## src/rtl/riscvy_pkg.sv

```systemverilog
// Shared definitions for the fetch stage: machine widths, the fetch state
// encoding and a small address-alignment helper.
package riscvy_pkg;

  localparam int XLEN       = 64;
  localparam int ILEN       = 32;
  localparam int INST_BYTES = 4;

  // BOOT: one settling edge after reset; RUN: normal fetching;
  // HALT: terminal state after an out-of-range fetch (bound-check builds only).
  typedef enum logic [1:0] {
    BOOT = 2'd0,
    RUN  = 2'd1,
    HALT = 2'd2
  } fetch_state_t;

  // Instructions are word aligned, so a target's two low bits are dropped.
  function automatic logic [XLEN-1:0] align_inst(input logic [XLEN-1:0] addr);
    return addr & ~XLEN'(INST_BYTES - 1);
  endfunction

endpackage

```

## src/rtl/inst_fetch.sv

```systemverilog
// Instruction fetch stage with a single-entry output register.
// The PC addresses an external combinational instruction memory; each RUN
// cycle with a free (or draining) output slot captures one word and advances
// the PC by 4. A redirect flushes the slot and reloads the PC.
// Optional feature: define FETCH_BOUND_CHECK_EN to halt with a sticky
// fetch_err when a fetch would run past the end of the MEM_BYTES memory.
module inst_fetch
  import riscvy_pkg::*;
#(
  parameter logic [XLEN-1:0] RESET_PC  = 64'h0,
  parameter int unsigned     MEM_BYTES = 88
) (
  input  logic            clk,
  input  logic            rst_n,
  output logic [XLEN-1:0] inst_address,
  input  logic [ILEN-1:0] instruction,
  input  logic            redirect_valid,
  input  logic [XLEN-1:0] redirect_pc,
  output logic            out_valid,
  input  logic            out_ready,
  output logic [XLEN-1:0] out_pc,
  output logic [ILEN-1:0] out_inst,
  output logic            fetch_err
);

  fetch_state_t    state;
  fetch_state_t    state_nxt;
  logic [XLEN-1:0] pc;
  logic [XLEN-1:0] pc_inc;
  logic [XLEN-1:0] redirect_target;
  logic            slot_free;
  logic            take_redirect;
  logic            want_fetch;
  logic            out_of_range;
  logic            capture;
  logic            bound_fail;
  logic            drain;

  assign inst_address    = pc;
  assign pc_inc          = pc + XLEN'(INST_BYTES);
  assign redirect_target = align_inst(redirect_pc);

`ifdef FETCH_BOUND_CHECK_EN
  // One extra bit so a PC near 2^64 cannot wrap around and look in range.
  logic [XLEN:0] pc_end;
  assign pc_end       = {1'b0, pc} + (XLEN+1)'(INST_BYTES);
  assign out_of_range = pc_end > (XLEN+1)'(MEM_BYTES);
`else
  // Without the bound check the memory size plays no role in the logic.
  logic unused_mem_bytes;
  assign unused_mem_bytes = ^MEM_BYTES;
  assign out_of_range     = 1'b0;
`endif

  // Decide what this cycle does: redirect beats capture beats stall.
  always_comb begin
    // NOTE: every signal driven here gets a value on every path, so no latch is inferred.
    slot_free     = !out_valid || out_ready;
    take_redirect = 1'b0;
    want_fetch    = 1'b0;
    if (state == RUN) begin
      take_redirect = redirect_valid;
      want_fetch    = !redirect_valid && slot_free;
    end
    capture    = want_fetch && !out_of_range;
    bound_fail = want_fetch && out_of_range;
    // Once halting, a held instruction may still be consumed by decode.
    drain      = out_valid && out_ready && ((state == HALT) || bound_fail);
  end

  // Next-state logic for the BOOT/RUN/HALT sequencer.
  always_comb begin
    state_nxt = state;
    unique case (state)
      BOOT:    state_nxt = RUN;
      RUN:     state_nxt = bound_fail ? HALT : RUN;
      HALT:    state_nxt = HALT;
      default: state_nxt = BOOT;
    endcase
  end

  // State register.
  always_ff @(posedge clk or negedge rst_n) begin
    // NOTE: sequential state uses non-blocking assignment so all registers update from pre-edge values.
    if (!rst_n) begin
      state <= BOOT;
    end else begin
      state <= state_nxt;
    end
  end

  // Program counter: reload on redirect, advance on each capture.
  always_ff @(posedge clk or negedge rst_n) begin
    if (!rst_n) begin
      pc <= RESET_PC;
    end else if (take_redirect) begin
      pc <= redirect_target;
    end else if (capture) begin
      pc <= pc_inc;
    end
  end

  // Output slot: load on capture, flush on redirect, empty on final drain.
  always_ff @(posedge clk or negedge rst_n) begin
    if (!rst_n) begin
      out_valid <= 1'b0;
      out_pc    <= '0;
      out_inst  <= '0;
    end else if (capture) begin
      out_valid <= 1'b1;
      out_pc    <= pc;
      out_inst  <= instruction;
    end else if (take_redirect || drain) begin
      out_valid <= 1'b0;
    end
  end

`ifdef FETCH_BOUND_CHECK_EN
  // Sticky error flag, cleared only by reset.
  always_ff @(posedge clk or negedge rst_n) begin
    if (!rst_n) begin
      fetch_err <= 1'b0;
    end else if (bound_fail) begin
      fetch_err <= 1'b1;
    end
  end
`else
  assign fetch_err = 1'b0;
`endif

endmodule

```

## config.mk

```make
export PLATFORM = sky130hd
export DESIGN_NAME = inst_fetch
export DESIGN_NICKNAME = d
export VERILOG_FILES = /design/src/rtl/riscvy_pkg.sv /design/src/rtl/inst_fetch.sv
export SDC_FILE = /design/constraint.sdc
export NUM_CORES = 1
export LEC_CHECK = 0
export ABC_CLOCK_PERIOD_IN_PS = 3000
export CAP_MARGIN = 20
export CELL_PAD_IN_SITES_DETAIL_PLACEMENT = 2
export CELL_PAD_IN_SITES_GLOBAL_PLACEMENT = 2
export CORE_UTILIZATION = 26
export DETAILED_ROUTE_END_ITERATION = 8
export GPL_TIMING_DRIVEN = 0
export PLACE_DENSITY_LB_ADDON = 0.05
export SKIP_LAST_GASP = 1
export SLEW_MARGIN = 20
export SYNTH_ARGS = -nofsm -noshare
export SYNTH_HDL_FRONTEND = slang
export SYNTH_SLANG_ARGS = --single-unit
```

## constraint.sdc

```tcl
create_clock -name clk -period 3 [get_ports clk]
set_input_delay 0.75 -clock clk [delete_from_list [all_inputs] [get_ports clk]]
set_output_delay 0.75 -clock clk [all_outputs]
set_load 0.05 [all_outputs]
```

==> run summary <==
Registers take 3980 um^2. IR analysis of the VDD net gives a maximum drop of 0.000279 V. The maximum fanout along the worst path came out at 10. Dividing the final minimum period by the clock period gives 0.969.

The post-synthesis instance area is roughly 7700 um^2. The number of buffers on the longest clock path is 2. In the synthesized netlist the dominant register cell turns out to be dfrtp_1.

The initial standard-cell utilization of the core is 0.265. The type of the worst min-delay path is in2async. TritonCTS built the clock tree. The layout overhead on the synthesized area came out at 49.0%. The first global-routing pass estimated around 54,000 um of wire. The number of filler instances in the final layout is about 3.2k. The count of final setup violators is 0. The die is between 150 and 200 um wide. For this run, the register share of the synthesized area comes to 0.520. The routed wire length per instance came out at 22.6 um. The count of yosys warnings during synthesis is 0. The number of clock buffers added by TritonCTS is 17. In this run the number of H-tree levels came out at 4.

The shortest clock period the worst path allows after layout came out at 2.91 ns. The source-to-sink clock delay at the later pin of the worst-skew pair is 0.44 ns. The flow ran to the end, and the final reports show no timing, DRC or antenna violations. The critical path data required time came out at roughly 3.3 ns. Clock-pin slew was measured on the worst setup and hold paths at 0.07 ns.

The total core area came out at 28,900 um^2. The cell area power density came out at approximately 640 nW/um^2. The cell row count came out at 62. The estimated wirelength of the detail-placed design is 25,600 um. The total global-route track usage came out at 0.237. The number of top-level pins is between 200 and 300. The worst register-to-register path begins at inst_address[18].

The synthesized netlist contains 56 unique library cells. The number of port buffers is 254. The number of enable-type register cells in the synthesized netlist is 0.

The critical path is of the in2reg type. The cell count after synthesis is 886. The hold violation count in the final report came out at 0. STA classifies the critical path startpoint as an input port. The hold slack is 0.214 ns. The headroom to the max-slew limit came out at 0.401. The standby leakage power is 4.96 nW. The post-detailed-route count of antenna-violating nets came out at 0.

The number of remaining DRC errors came out at 0. The die span in y is 174 um. The worst setup path is captured at a flop. The die area came out at 30,100 um^2. The via count is 7,957. Entering global routing, the biggest net connects 58 pins. Wires add up to roughly 35,000 um. Of the cells placed in the final design, the portion with a size suffix greater than 1 is 0.0715.

The pre-antenna-repair detailed-routing pass consisted of 5 iterations. The via count of the first global-routing pass is 8,600. The number of diodes came out at 0. Timing would allow up to roughly 340 MHz. The number of antenna violations at the first check in global routing is 1.

Setup repair after global routing left no endpoint under its margin. The via density per instance is 5.10. In this run the worst setup path begins at redirect_valid. The total overflow left after global routing is 0.

For the pin with the worst max-slew slack, the measured transition is 0.891 ns. The placer congestion estimate is 0.804. With fillers left out, the area of the finished cells amounts to 11,400 um^2.

The mean area per synthesized cell is 8.64 um^2. Of all flip-flops after synthesis, the portion carrying an async set or reset was 1.00. The synthesis-stage register bit count is 159. The cell sitting at the root of the clock tree is a clkbuf_16. The final layout net count came out at 1,266.

The critical path arrival came out at 3.25 ns. The tool flagged a number of max-cap violations equal to 0. The number of sinks on the clock net is 159. The DRC marker count from the first detailed-route iteration came out at 361. The post-placement cell area came out at 10,800 um^2. The multi-input gate area in the final layout came out at between 3000 and 4000 um^2. The maximum clock skew at final layout is 0.0151 ns. The max-slew violation count was 0.
[layer usage]
metal / vias to the layer above / part of all wire / global-route usage
met5: - / 0 / 0
met2: 208 / 0.49 / 0.400
li1: 3649 / - / -
met3: 42 / 0.045 / 0.0469
met1: 4058 / 0.45 / 0.308
met4: 0 / 0.018 / 0.0647
[sequential cells by signal (all words and copies together) (netlist names)]
name / cells
inst_address: 62
out_pc: 62
out_inst: 32
state: 2
out_valid: 1
[power by group]
| part | switching [W] | internal [W] |
|---|---|---|
| clock | 0.000971 | 0.00131 |
| combinational | 0.00158 | 0.000763 |
| sequential | 0.000277 | 0.00240 |
| total | 0.00283 | 0.00447 |
[critical path, stage by stage]
cell and delay, ns:
clkdlybuf4s50_1 0.48, and2_1 0.19, clkbuf_1 0.27, nor2_4 0.38, clkbuf_2 0.39, buf_2 0.42, nand4_1 0.16, o211ai_1 0.19
[final timing paths]
check / slack, ns / cells past startpoint / to
max: 0.09 / 8 / inst_address[57]
min: 0.21 / 1 / out_pc[19]
max reg2reg: 0.26 / 7 / inst_address[48]
min reg2reg: 0.47 / 1 / state[1]
max in group asynchronous: 1.82 / 3 / inst_address[62]
min in group clk: 0.47 / 1 / state[1]
[layout by cell type, fill, tap and decap left out, drive strengths merged, types with 3 or more instances in the layout]
master,instances
clkbuf,60
a21o,3
and2,3
clkinvlp,5
nand2,326
mux2i,5
and4,9
o211ai,9
conb,5
a32oi,4
o21a,3
nor4b,3
a41oi,3
buf,22
a21oi,27
or4,6
nor3,13
bufinv,3
clkdlybuf4s50,253
o311ai,14
or3,10
dfrtp,159
nor2,27
nand4,26
and3,13
o21ai,52
inv,14
a31oi,4
a221o,19
a22oi,10
nand3,32
nor4,14
[final cells by class]
type,instances,share of cell area
plain buffers,62,0.0264
clock buffers,17,0.0373
clock inverters,12,0.0143
inverters,11,0.00362
multi-input cells,658,0.300
flip-flops and latches,159,0.349
well taps,384,0.0421
repair buffers,256,0.228
[cells by family (layout without fill, tap and decap cells)]
kind of cell             after synthesis  count (layout)  synth area share
AND/OR/NAND/NOR                      487             487             0.290
flip-flops                           159             159             0.520
AO/OA/AOI/OAI                        157             157             0.139
buffers and inverters                 73             358            0.0402
multiplexers                           5               5           0.00654
XOR/XNOR                               3               3           0.00343
adder cells (fa/ha/maj)                1               1           0.00163
other                                  1               5          0.000490
[cell usage after synthesis (all sizes together), types with 2 or more instances]
cell / instances / area [um^2]
nand2: 326 / 1220
dfrtp: 159 / 3980
o21ai: 52 / 260
clkbuf: 42 / 159
nand3: 32 / 160
a21oi: 27 / 135
nor2: 27 / 101
nand4: 26 / 184
buf: 20 / 108
a221o: 19 / 190
nor4: 14 / 103
o311ai: 14 / 123
and3: 13 / 86.3
nor3: 13 / 76.3
inv: 11 / 41.3
a22oi: 10 / 75.1
or3: 10 / 62.6
and4: 9 / 78.8
o211ai: 9 / 67.6
or4: 6 / 48.8
mux2i: 5 / 50.1
a31oi: 4 / 25.0
a32oi: 4 / 35.0
a21o: 3 / 22.5
a41oi: 3 / 26.3
and2: 3 / 18.8
nor4b: 3 / 32.5
o21a: 3 / 22.5
a211o: 2 / 17.5
a211oi: 2 / 15.0
o31a: 2 / 17.5
xor2: 2 / 17.5
[through the flow]
stage / power, W / utilization / TNS (ns) / std cells / setup slack, ns
CTS: 0.00739 / 0.395 / 0 / 1559 / 0.00353
global placement: 0.00503 / 0.371 / -1140.32 / 1528 / -6.35
finish: 0.00730 / 0.395 / 0 / 1559 / 0.0943
floorplan: 0.00403 / - / 0 / 890 / 0.337
global route: 0.00760 / 0.395 / 0 / 1559 / 0.00523
detailed placement: 0.00507 / 0.373 / -126.67 / 1530 / -1.30
[timing repair]
item | 4_1_cts | 5_1_grt
setup buffers | 0 | 0
endpoints found under the setup margin | 146 | 58
hold buffers | 0 | 0
gates resized for setup | 24 | 19
Power figures use the tool's default switching activity.
